--- src/rtl/game_pkg.sv ---
// Shared definitions for the game timer bank: channel states and mode encodings.
package game_pkg;

  typedef enum logic [1:0] {
    ST_IDLE   = 2'd0,
    ST_RUN    = 2'd1,
    ST_PAUSED = 2'd2,
    ST_DONE   = 2'd3
  } state_e;

  localparam logic MODE_ONESHOT  = 1'b0;
  localparam logic MODE_PERIODIC = 1'b1;

endpackage

--- src/rtl/tick_prescaler.sv ---
// Free-running divider producing a one-clk tick every DIV cycles.
module tick_prescaler #(
  parameter int DIV = 50000
) (
  input  logic clk,
  input  logic reset,
  output logic tick
);

  localparam int W = (DIV > 1) ? $clog2(DIV) : 1;
  localparam logic [W-1:0] LAST = W'(DIV - 1);

  logic [W-1:0] cnt_q, cnt_d;
  logic         tick_q, tick_d;

  always_comb begin
    cnt_d  = (cnt_q == LAST) ? '0 : cnt_q + 1'b1;
    // tick is a flop that mirrors "counter holds LAST", so it is high in exactly that cycle
    tick_d = (cnt_d == LAST);
  end

  // NOTE: reset is synchronous here, so it sits inside the clocked branch and is sampled on the edge.
  always_ff @(posedge clk) begin
    if (reset) begin
      cnt_q  <= '0;
      tick_q <= 1'b0;
    end else begin
      cnt_q  <= cnt_d;
      tick_q <= tick_d;
    end
  end

  assign tick = tick_q;

endmodule

--- src/rtl/game_timer_bank.sv ---
// Bank of independent down-counting game timers driven by one shared tick prescaler.
module game_timer_bank
  import game_pkg::*;
#(
  parameter int NUM_CH   = 4,
  parameter int CNT_W    = 16,
  parameter int TICK_DIV = 50000
) (
  input  logic                    clk,
  input  logic                    reset,
  input  logic [NUM_CH-1:0]       load,
  input  logic [NUM_CH*CNT_W-1:0] load_value,
  input  logic [NUM_CH-1:0]       mode,
  input  logic [NUM_CH-1:0]       start,
  input  logic [NUM_CH-1:0]       stop,
  output logic [NUM_CH-1:0]       running,
  output logic [NUM_CH-1:0]       done,
  output logic [NUM_CH-1:0]       expire,
  output logic [NUM_CH*CNT_W-1:0] count,
  output logic                    tick
);

  logic tick_w;

  tick_prescaler #(.DIV(TICK_DIV)) u_prescaler (
    .clk   (clk),
    .reset (reset),
    .tick  (tick_w)
  );

  assign tick = tick_w;

  for (genvar ch = 0; ch < NUM_CH; ch++) begin : g_ch
    state_e           state_q, state_d;
    logic [CNT_W-1:0] cnt_q, cnt_d;
    logic [CNT_W-1:0] reload_q, reload_d;
    logic             mode_q, mode_d;
    logic             expire_q, expire_d;

    // Priority chain: load > stop (RUN only) > start (non-RUN only) > tick (RUN only).
    always_comb begin
      // NOTE: every signal gets its hold value first so no path through the ifs can infer a latch.
      state_d  = state_q;
      cnt_d    = cnt_q;
      reload_d = reload_q;
      mode_d   = mode_q;
      expire_d = 1'b0;
      if (load[ch]) begin
        cnt_d    = load_value[ch*CNT_W +: CNT_W];
        reload_d = load_value[ch*CNT_W +: CNT_W];
        mode_d   = mode[ch];
        state_d  = ST_IDLE;
      end else if (stop[ch] && state_q == ST_RUN) begin
        state_d = ST_PAUSED;
      end else if (start[ch] && state_q != ST_RUN) begin
        state_d = ST_RUN;
        if (state_q == ST_DONE) cnt_d = reload_q;
      end else if (tick_w && state_q == ST_RUN) begin
        if (cnt_q > CNT_W'(1)) begin
          cnt_d = cnt_q - 1'b1;
        end else begin
          expire_d = 1'b1;
          if (mode_q == MODE_PERIODIC) begin
            cnt_d = reload_q;
          end else begin
            cnt_d   = '0;
            state_d = ST_DONE;
          end
        end
      end
    end

    // NOTE: state flops use non-blocking assignments so all channels update from the same pre-edge values.
    always_ff @(posedge clk) begin
      if (reset) begin
        state_q  <= ST_IDLE;
        cnt_q    <= '0;
        reload_q <= '0;
        mode_q   <= MODE_ONESHOT;
        expire_q <= 1'b0;
      end else begin
        state_q  <= state_d;
        cnt_q    <= cnt_d;
        reload_q <= reload_d;
        mode_q   <= mode_d;
        expire_q <= expire_d;
      end
    end

    assign running[ch]                = (state_q == ST_RUN);
    assign done[ch]                   = (state_q == ST_DONE);
    assign expire[ch]                 = expire_q;
    assign count[ch*CNT_W +: CNT_W]   = cnt_q;
  end

endmodule
--- config.mk ---
export PLATFORM = sky130hd
export DESIGN_NAME = game_timer_bank
export DESIGN_NICKNAME = d
export VERILOG_FILES = /design/src/rtl/game_pkg.sv /design/src/rtl/tick_prescaler.sv /design/src/rtl/game_timer_bank.sv
export SDC_FILE = /design/constraint.sdc
export NUM_CORES = 1
export LEC_CHECK = 0
export CAP_MARGIN = 10
export CORE_MARGIN = 3
export CORE_UTILIZATION = 55
export DETAILED_ROUTE_END_ITERATION = 12
export PLACE_DENSITY = 0.83
export REMOVE_ABC_BUFFERS = 1
export SLEW_MARGIN = 20
export SYNTH_ARGS = -nofsm -noshare
export SYNTH_HDL_FRONTEND = slang
export SYNTH_SLANG_ARGS = --single-unit
--- constraint.sdc ---
create_clock -name clk -period 7.2 [get_ports clk]
set_clock_uncertainty 0.05 [all_clocks]
set_input_delay 1.8 -clock clk [delete_from_list [all_inputs] [get_ports clk]]
set_output_delay 1.8 -clock clk [all_outputs]
set_load 0.03 [all_outputs]
==> results of run 1 <==
-- layer usage --
layer  GRT usage, %  vias up  share of wire [%]
met3           5.89       30                7.7
met4           7.02        0                1.2
li1               -     4130                  -
met1           37.4     4041                 43
met5              0        -                  0
met2           43.5      375                 48
-- critical path: cells and delay by family --
| family | cells | cell delay [ns] |
|---|---|---|
| buffers and inverters | 3 | 1.55 |
| AO/OA/AOI/OAI | 2 | 0.49 |
| AND/OR/NAND/NOR | 2 | 0.51 |
-- cells in the final DEF, fill, tap and decap left out, drive strengths merged, types with 31 or more instances in the layout --
cell type        n
dfxtp          161
clkdlybuf4s50  155
nor2           153
nand2           77
a21oi           69
o21ai           52
mux2i           46
nor3            45
inv             39
nand3           31
-- final timing paths --
check	from	end	slack, ns	cells after the start
max reg2reg	g_ch[3].cnt_q[4]$_SDFFE_PP0P_	g_ch[3].cnt_q[1]$_SDFFE_PP0P_	4.23	5
min	g_ch[2].reload_q[7]$_SDFFE_PP0P_	g_ch[2].reload_q[7]$_SDFFE_PP0P_	0.42	2
min reg2reg	g_ch[2].reload_q[7]$_SDFFE_PP0P_	g_ch[2].reload_q[7]$_SDFFE_PP0P_	0.42	2
max	load[0]	g_ch[0].cnt_q[14]$_SDFFE_PP0P_	3.10	7
-- power by group through the flow --
| stage | registers [mW] | logic [mW] | clock network (mW) |
|---|---|---|---|
| after global routing | 1.01 | 0.545 | 0.967 |
| after detailed placement | 1.02 | 0.489 | 0 |
| final | 1.00 | 0.499 | 0.919 |
| after global placement | 1.02 | 0.481 | 0 |
| after floorplan | 1.05 | 0.246 | 0 |
| after CTS | 0.998 | 0.493 | 0.928 |
-- state kept, by name (all words and copies together) (netlist names) --
register	cells
u_prescaler.tick	1
u_prescaler.cnt_q	16
g_ch.cnt_q	64
g_ch.expire_q	4
g_ch.state_q	8
g_ch.mode_q	4
g_ch.reload_q	64
-- final cells by class --
| type | instances | area (um^2) | area share, % |
|---|---|---|---|
| well taps | 188 | 235 | 2.19 |
| flip-flops and latches | 161 | 3220 | 30.0 |
| clock inverters | 9 | 131 | 1.22 |
| clock buffers | 23 | 468 | 4.35 |
| repair buffers | 164 | 1610 | 15.0 |
| multi-input cells | 796 | 4930 | 45.9 |
| inverters | 39 | 146 | 1.36 |
-- kinds of logic (layout without fill, tap and decap cells) --
kind of cell | after synthesis | in the layout | synth area share [%]
and+or+nand+nor | 433 | 433 | 24.9
adders and majority gates | 10 | 10 | 1.46
xor gates and xnor gates | 29 | 29 | 2.96
muxes | 46 | 46 | 5.37
DFF | 161 | 161 | 37.6
AOI/OAI and AO/OA | 278 | 278 | 22.7
buffers and inverters | 103 | 235 | 5.05
==> metrics.cfg, run 1 <==
[grt]
antenna_found_initial=0
grt_pass1_wl_mm=38.0
grt_overflow=0
grt_max_degree=73
track_usage_pct=27.2
first_global_vias=7774

[synth]
synth-seq-cells=161
synth_area_per_cell_um2=8.09
synth_enable_flop_cells=0
netlist_top_cells_count=dfxtp_1 (161), nor2_1 (153), nand2_1 (77)
async_reset_ff_share_pct=0
synthTopCellsByArea=dfxtp_1 (38%), nor2_1 (6.7%), mux2i_1 (5.4%), a21oi_1 (4.0%), nand2_1 (3.4%)
synth.largest_area_cell=dfxtp_1
seq_area_frac_synth_pct=37.6
yosysTopAreaCellShare_pct=37.6
ys_types=78
yosysWarnings=0
synthCells=1060
synthFlopType=dfxtp_1
synth_area_um2=8580
synth.most_common_cell=dfxtp_1

[clocking]
cts_tree=done
clkTransAtPathRegs_ns=0.06
cts_setup_buffers=0
ctsLongestPathBuffers=2
cts_inserted_buffers=17
cts_resized=0
cts.sinks=161
htreeDepth=4
postCtsHoldBufs=0
clock-root-buffer=clkbuf_16
insertion_delay_ns=0.42

[placement]
dp_hpwl_mm=16.1
dpl_cell_area_um2=10100
finalWeightedCongestion=0.851
port_buffers=158
dp_cells=1348
dp_slack_ns=2.55

[critical_path]
crit_arrival_ns=4.37
critPathCaptureType=flop
crit_chain=clkdlybuf4s50_1 -> buf_4 -> inv_1 -> nand2_1 -> a21o_1 -> nor3_1 -> a2111oi_2
cp-start-kind=input port
critPathKind=in -> reg
critPathMaxStageDelay_ns=0.83
critPathMaxFanout=21
crit_slowest_cell=clkdlybuf4s50_1
crit_required_ns=7.47

[drt]
detail-route-antenna-nets=0
first_pass_iters=7
drc=0
via_per_inst=6.21
initialDrtViolationCount=810
num_vias=8576
avgRoutedWirePerCell_um=17.2
wl_mm=23.7

[timing]
finalCritPeriodShare_pct=57.0
relSlewSlack_pct=27.3
hold_viol=0
finalSetupViolations=0
fin_crit_ns=4.10
rsz0062_at_grt=no
tightestPinTransition_ns=1.09
hold_slack_ns=0.415
maxSlewViolCount=0
timing.setup.tns_ns=0
fmax_ghz=0.244
fin_ws_ns=3.10

[job]
drv_cap=0

[cells_and_area]
syn_to_final_growth_pct=25.3
utilization_pct=70.7
fillers=1213
design_area_um2=10700
stdcell_count=1380
diodes=0
layout.nets=1271
drive_gt1_share_pct=5.37

[die]
core_um2=15200
die_h_um=131
ios=159
start_util_pct=56.4
die_area_um2=17100
die_w_um=131
num_rows=45

[pwr]
vdd_drop_max_mv=0.184
power_density_nw_per_um2=225
p_int_mw=1.71
p_sw_uw=704
clkPwrFrac_pct=38.0
pwr-share-seq_pct=41.4
comb_power_share_pct=20.6
p_sw_share_pct=29.1
p_leak_nw=4.02
total_power_mw=2.42

[min_path]
hold_class=reg -> reg

[outcome]
status=finished, final reports clean

No activity file was read; power rests on OpenSTA's default activity.
==> run 2: changes to the inputs <==
--- a/config.mk
+++ b/config.mk
@@ -7,9 +7,9 @@
 export LEC_CHECK = 0
 export CAP_MARGIN = 10
 export CORE_MARGIN = 3
-export CORE_UTILIZATION = 55
+export CORE_UTILIZATION = 53
 export DETAILED_ROUTE_END_ITERATION = 12
-export PLACE_DENSITY = 0.83
+export PLACE_DENSITY = 0.81
 export REMOVE_ABC_BUFFERS = 1
 export SLEW_MARGIN = 20
 export SYNTH_ARGS = -nofsm -noshare
==> constraint.sdc (replaced) <==
create_clock -name clk -period 3.8 [get_ports clk]
set_clock_uncertainty 0.05 [all_clocks]
set_input_delay 0.95 -clock clk [delete_from_list [all_inputs] [get_ports clk]]
set_output_delay 0.95 -clock clk [all_outputs]
set_load 0.03 [all_outputs]
==> run 2 against run 1 <==
Net effect: sequential share of layout area is 0.30 points lower; hold slack better by 0.012 ns; combinational power is 93% higher; count of clock-buffer cells in the layout is 4 lower; total power is 88% higher; setup slack worse by 2.3 ns; critical path type is now reg -> reg; cell area is 1.0% higher.
==> metrics.cfg, run 2 (synthesis gave the netlist of run 1 again) <==
[cells_and_area]
layout.nets=1284  ; was 1271
drive_gt1_share_pct=6.56  ; was 5.37%
final_cell_mix=dfxtp_1 (161), clkdlybuf4s50_1 (155), nor2_1 (153)  ; unchanged
fillers=1255  ; was 1213
top_regs=g_ch.cnt_q: 64 flops, g_ch.reload_q: 64 flops, u_prescaler.cnt_q: 16 flops  ; unchanged
diodes=0  ; unchanged
utilization_pct=69.9  ; was 70.7%
syn_to_final_growth_pct=26.6  ; was 25.3%
final_common_cell=dfxtp_1  ; unchanged
design_area_um2=10900  ; was 10700 um^2

[critical_path]
rr_endpoint=g_ch[0].cnt_q[14]$_SDFFE_PP0P_  ; was g_ch[3].cnt_q[1]$_SDFFE_PP0P_
critPathCaptureType=flop  ; unchanged
critPathKind=reg -> reg  ; was in -> reg
critPathMaxStageDelay_ns=0.67  ; was 0.83 ns
critPathMaxFanout=8  ; was 21
crit_start=g_ch[0].cnt_q[0]$_SDFFE_PP0P_  ; was load[0]
rr_worst_depth=7  ; was 5
r2r_slack_ns=0.81  ; was 4.23 ns
critical_path.endpoint=g_ch[0].cnt_q[14]$_SDFFE_PP0P_  ; unchanged
r2r_start=g_ch[0].cnt_q[0]$_SDFFE_PP0P_  ; was g_ch[3].cnt_q[4]$_SDFFE_PP0P_
cp-start-kind=flop  ; was input port
crit_chain=inv_1 -> ha_1 -> or4b_2 -> or3_2 -> nor3_1 -> o21ai_0 -> a2111oi_2  ; was clkdlybuf4s50_1 -> buf_4 -> inv_1 -> nand2_1 -> a21o_1 -> nor3_1 -> a2111oi_2
crit_required_ns=4.08  ; was 7.47 ns
crit_slowest_cell=or4b_2  ; was clkdlybuf4s50_1
crit_arrival_ns=3.27  ; was 4.37 ns

[clocking]
cts_inserted_buffers=17  ; unchanged
clkTransAtPathRegs_ns=0.07  ; was 0.06 ns
insertion_delay_ns=0.43  ; was 0.42 ns
clock-root-buffer=clkbuf_16  ; unchanged
cts_tree=done  ; unchanged
ctsLongestPathBuffers=2  ; unchanged
postCtsHoldBufs=0  ; unchanged
cts.sinks=161  ; unchanged
cts_setup_buffers=0  ; unchanged
cts_resized=0  ; unchanged
htreeDepth=4  ; unchanged

[placement]
dp_hpwl_mm=16.5  ; was 16.1 mm
port_buffers=158  ; unchanged
finalWeightedCongestion=0.927  ; was 0.851
dp_slack_ns=0.744  ; was 2.55 ns
dpl_cell_area_um2=10300  ; was 10100 um^2

[pwr]
total_power_mw=4.55  ; was 2.42 mW
vdd_drop_max_mv=0.332  ; was 0.184 mV
p_leak_nw=4.09  ; was 4.02 nW
power_density_nw_per_um2=419  ; was 225 nW/um^2

[grt]
track_usage_pct=26.9  ; was 27.2%
grt_max_degree=93  ; was 73
first_global_vias=8179  ; was 7774
grt_overflow=0  ; unchanged
antenna_found_initial=0  ; unchanged
grt_pass1_wl_mm=40.2  ; was 38.0 mm

[drt]
initialDrtViolationCount=1001  ; was 810
via_per_inst=6.17  ; was 6.21
drc=0  ; unchanged
wl_mm=24.1  ; was 23.7 mm
avgRoutedWirePerCell_um=17.0  ; was 17.2 um
detail-route-antenna-nets=0  ; unchanged
first_pass_iters=6  ; was 7
num_vias=8731  ; was 8576

[timing]
fin_crit_ns=2.99
timing.setup.tns_ns=0  ; unchanged
finalSetupViolations=0  ; unchanged
finalCritPeriodShare_pct=78.7
relSlewSlack_pct=37.5  ; was 27.3%
maxSlewViolCount=0  ; unchanged
rsz0062_at_grt=no  ; unchanged
hold_viol=0  ; unchanged
tightestPinTransition_ns=0.930  ; was 1.09 ns
fin_ws_ns=0.808  ; was 3.10 ns
fmax_ghz=0.334

[die]
ios=159  ; unchanged
start_util_pct=55.2  ; was 56.4%
die_area_um2=17700  ; was 17100 um^2
die_w_um=133  ; was 131 um
num_rows=45  ; unchanged
die_h_um=133  ; was 131 um
core_um2=15500  ; was 15200 um^2

[outcome]
status=finished, final reports clean  ; unchanged

[job]
drv_cap=0  ; unchanged

[min_path]
hold_class=reg -> reg  ; unchanged

==> run 2: cell count changes in the layout (fill, tap and decap cells not counted), moves of 2 or more <==
cell,before,now
buf_4,7,19
clkinvlp_4,3,1
clkinv_4,1,6
inv_6,0,2
clkbuf_1,4,0
bufinv_16,3,1
==> run 2: where the power goes <==
part           leakage [nW]  internal (mW)  total (mW)  switching (mW)
logic                  2.48          0.406       0.961           0.555
clock network         0.286          0.949        1.69           0.741
registers              1.32           1.79        1.90           0.111
==> run 2: critical path: cells and delay by family (launching register included) <==
| family | cells | cell delay, ns |
|---|---|---|
| flip-flops | 1 | 0.40 |
| AO/OA/AOI/OAI | 2 | 0.55 |
| AND/OR/NAND/NOR | 3 | 1.51 |
| buffers and inverters | 1 | 0.12 |
| adder cells (fa/ha/maj) | 1 | 0.26 |
==> run 2: layout make-up <==
class	count	area [um^2]	share of cell area, %
multi-input combinational	796	4920	45.3
sequential	161	3220	29.7
inverter	39	146	1.35
timing repair buffer	177	1720	15.9
clock buffer	19	453	4.17
tap	211	264	2.43
clock inverter	13	129	1.19
==> run 2: worst min path at each step <==
| stage | from | to | slack, ns | cells after the start |
|---|---|---|---|---|
| floorplan | g_ch[2].reload_q[7]$_SDFFE_PP0P_ | g_ch[2].reload_q[7]$_SDFFE_PP0P_ | 0.39 | 2 |
| global placement | g_ch[2].reload_q[7]$_SDFFE_PP0P_ | g_ch[2].reload_q[7]$_SDFFE_PP0P_ | 0.41 | 2 |
| detailed placement | g_ch[1].reload_q[0]$_SDFFE_PP0P_ | g_ch[1].reload_q[0]$_SDFFE_PP0P_ | 0.41 | 2 |
| CTS | g_ch[0].reload_q[0]$_SDFFE_PP0P_ | g_ch[0].reload_q[0]$_SDFFE_PP0P_ | 0.43 | 2 |
| global route | g_ch[0].reload_q[0]$_SDFFE_PP0P_ | g_ch[0].reload_q[0]$_SDFFE_PP0P_ | 0.46 | 2 |
| finish | g_ch[2].reload_q[7]$_SDFFE_PP0P_ | g_ch[2].reload_q[7]$_SDFFE_PP0P_ | 0.43 | 2 |
==> run 2: layer usage <==
metal  GRT usage, %  part of all wire [%]  vias up  wire [um]
li1               -                     -     4160          -
met1           36.1                    44     4092      10500
met2           43.0                    46      421      11200
met3           6.19                   8.2       58       1980
met4           8.74                   1.9        0        456
met5              0                     0        -          0
==> run 2: per-stage QoR <==
step           instances  hold WS (ns)
5_1_grt             1416         0.458
3_3_place_gp        1384         0.406
3_5_place_dp        1384         0.415
6_report            1416         0.427
2_1_floorplan        996         0.386
4_1_cts             1416         0.428
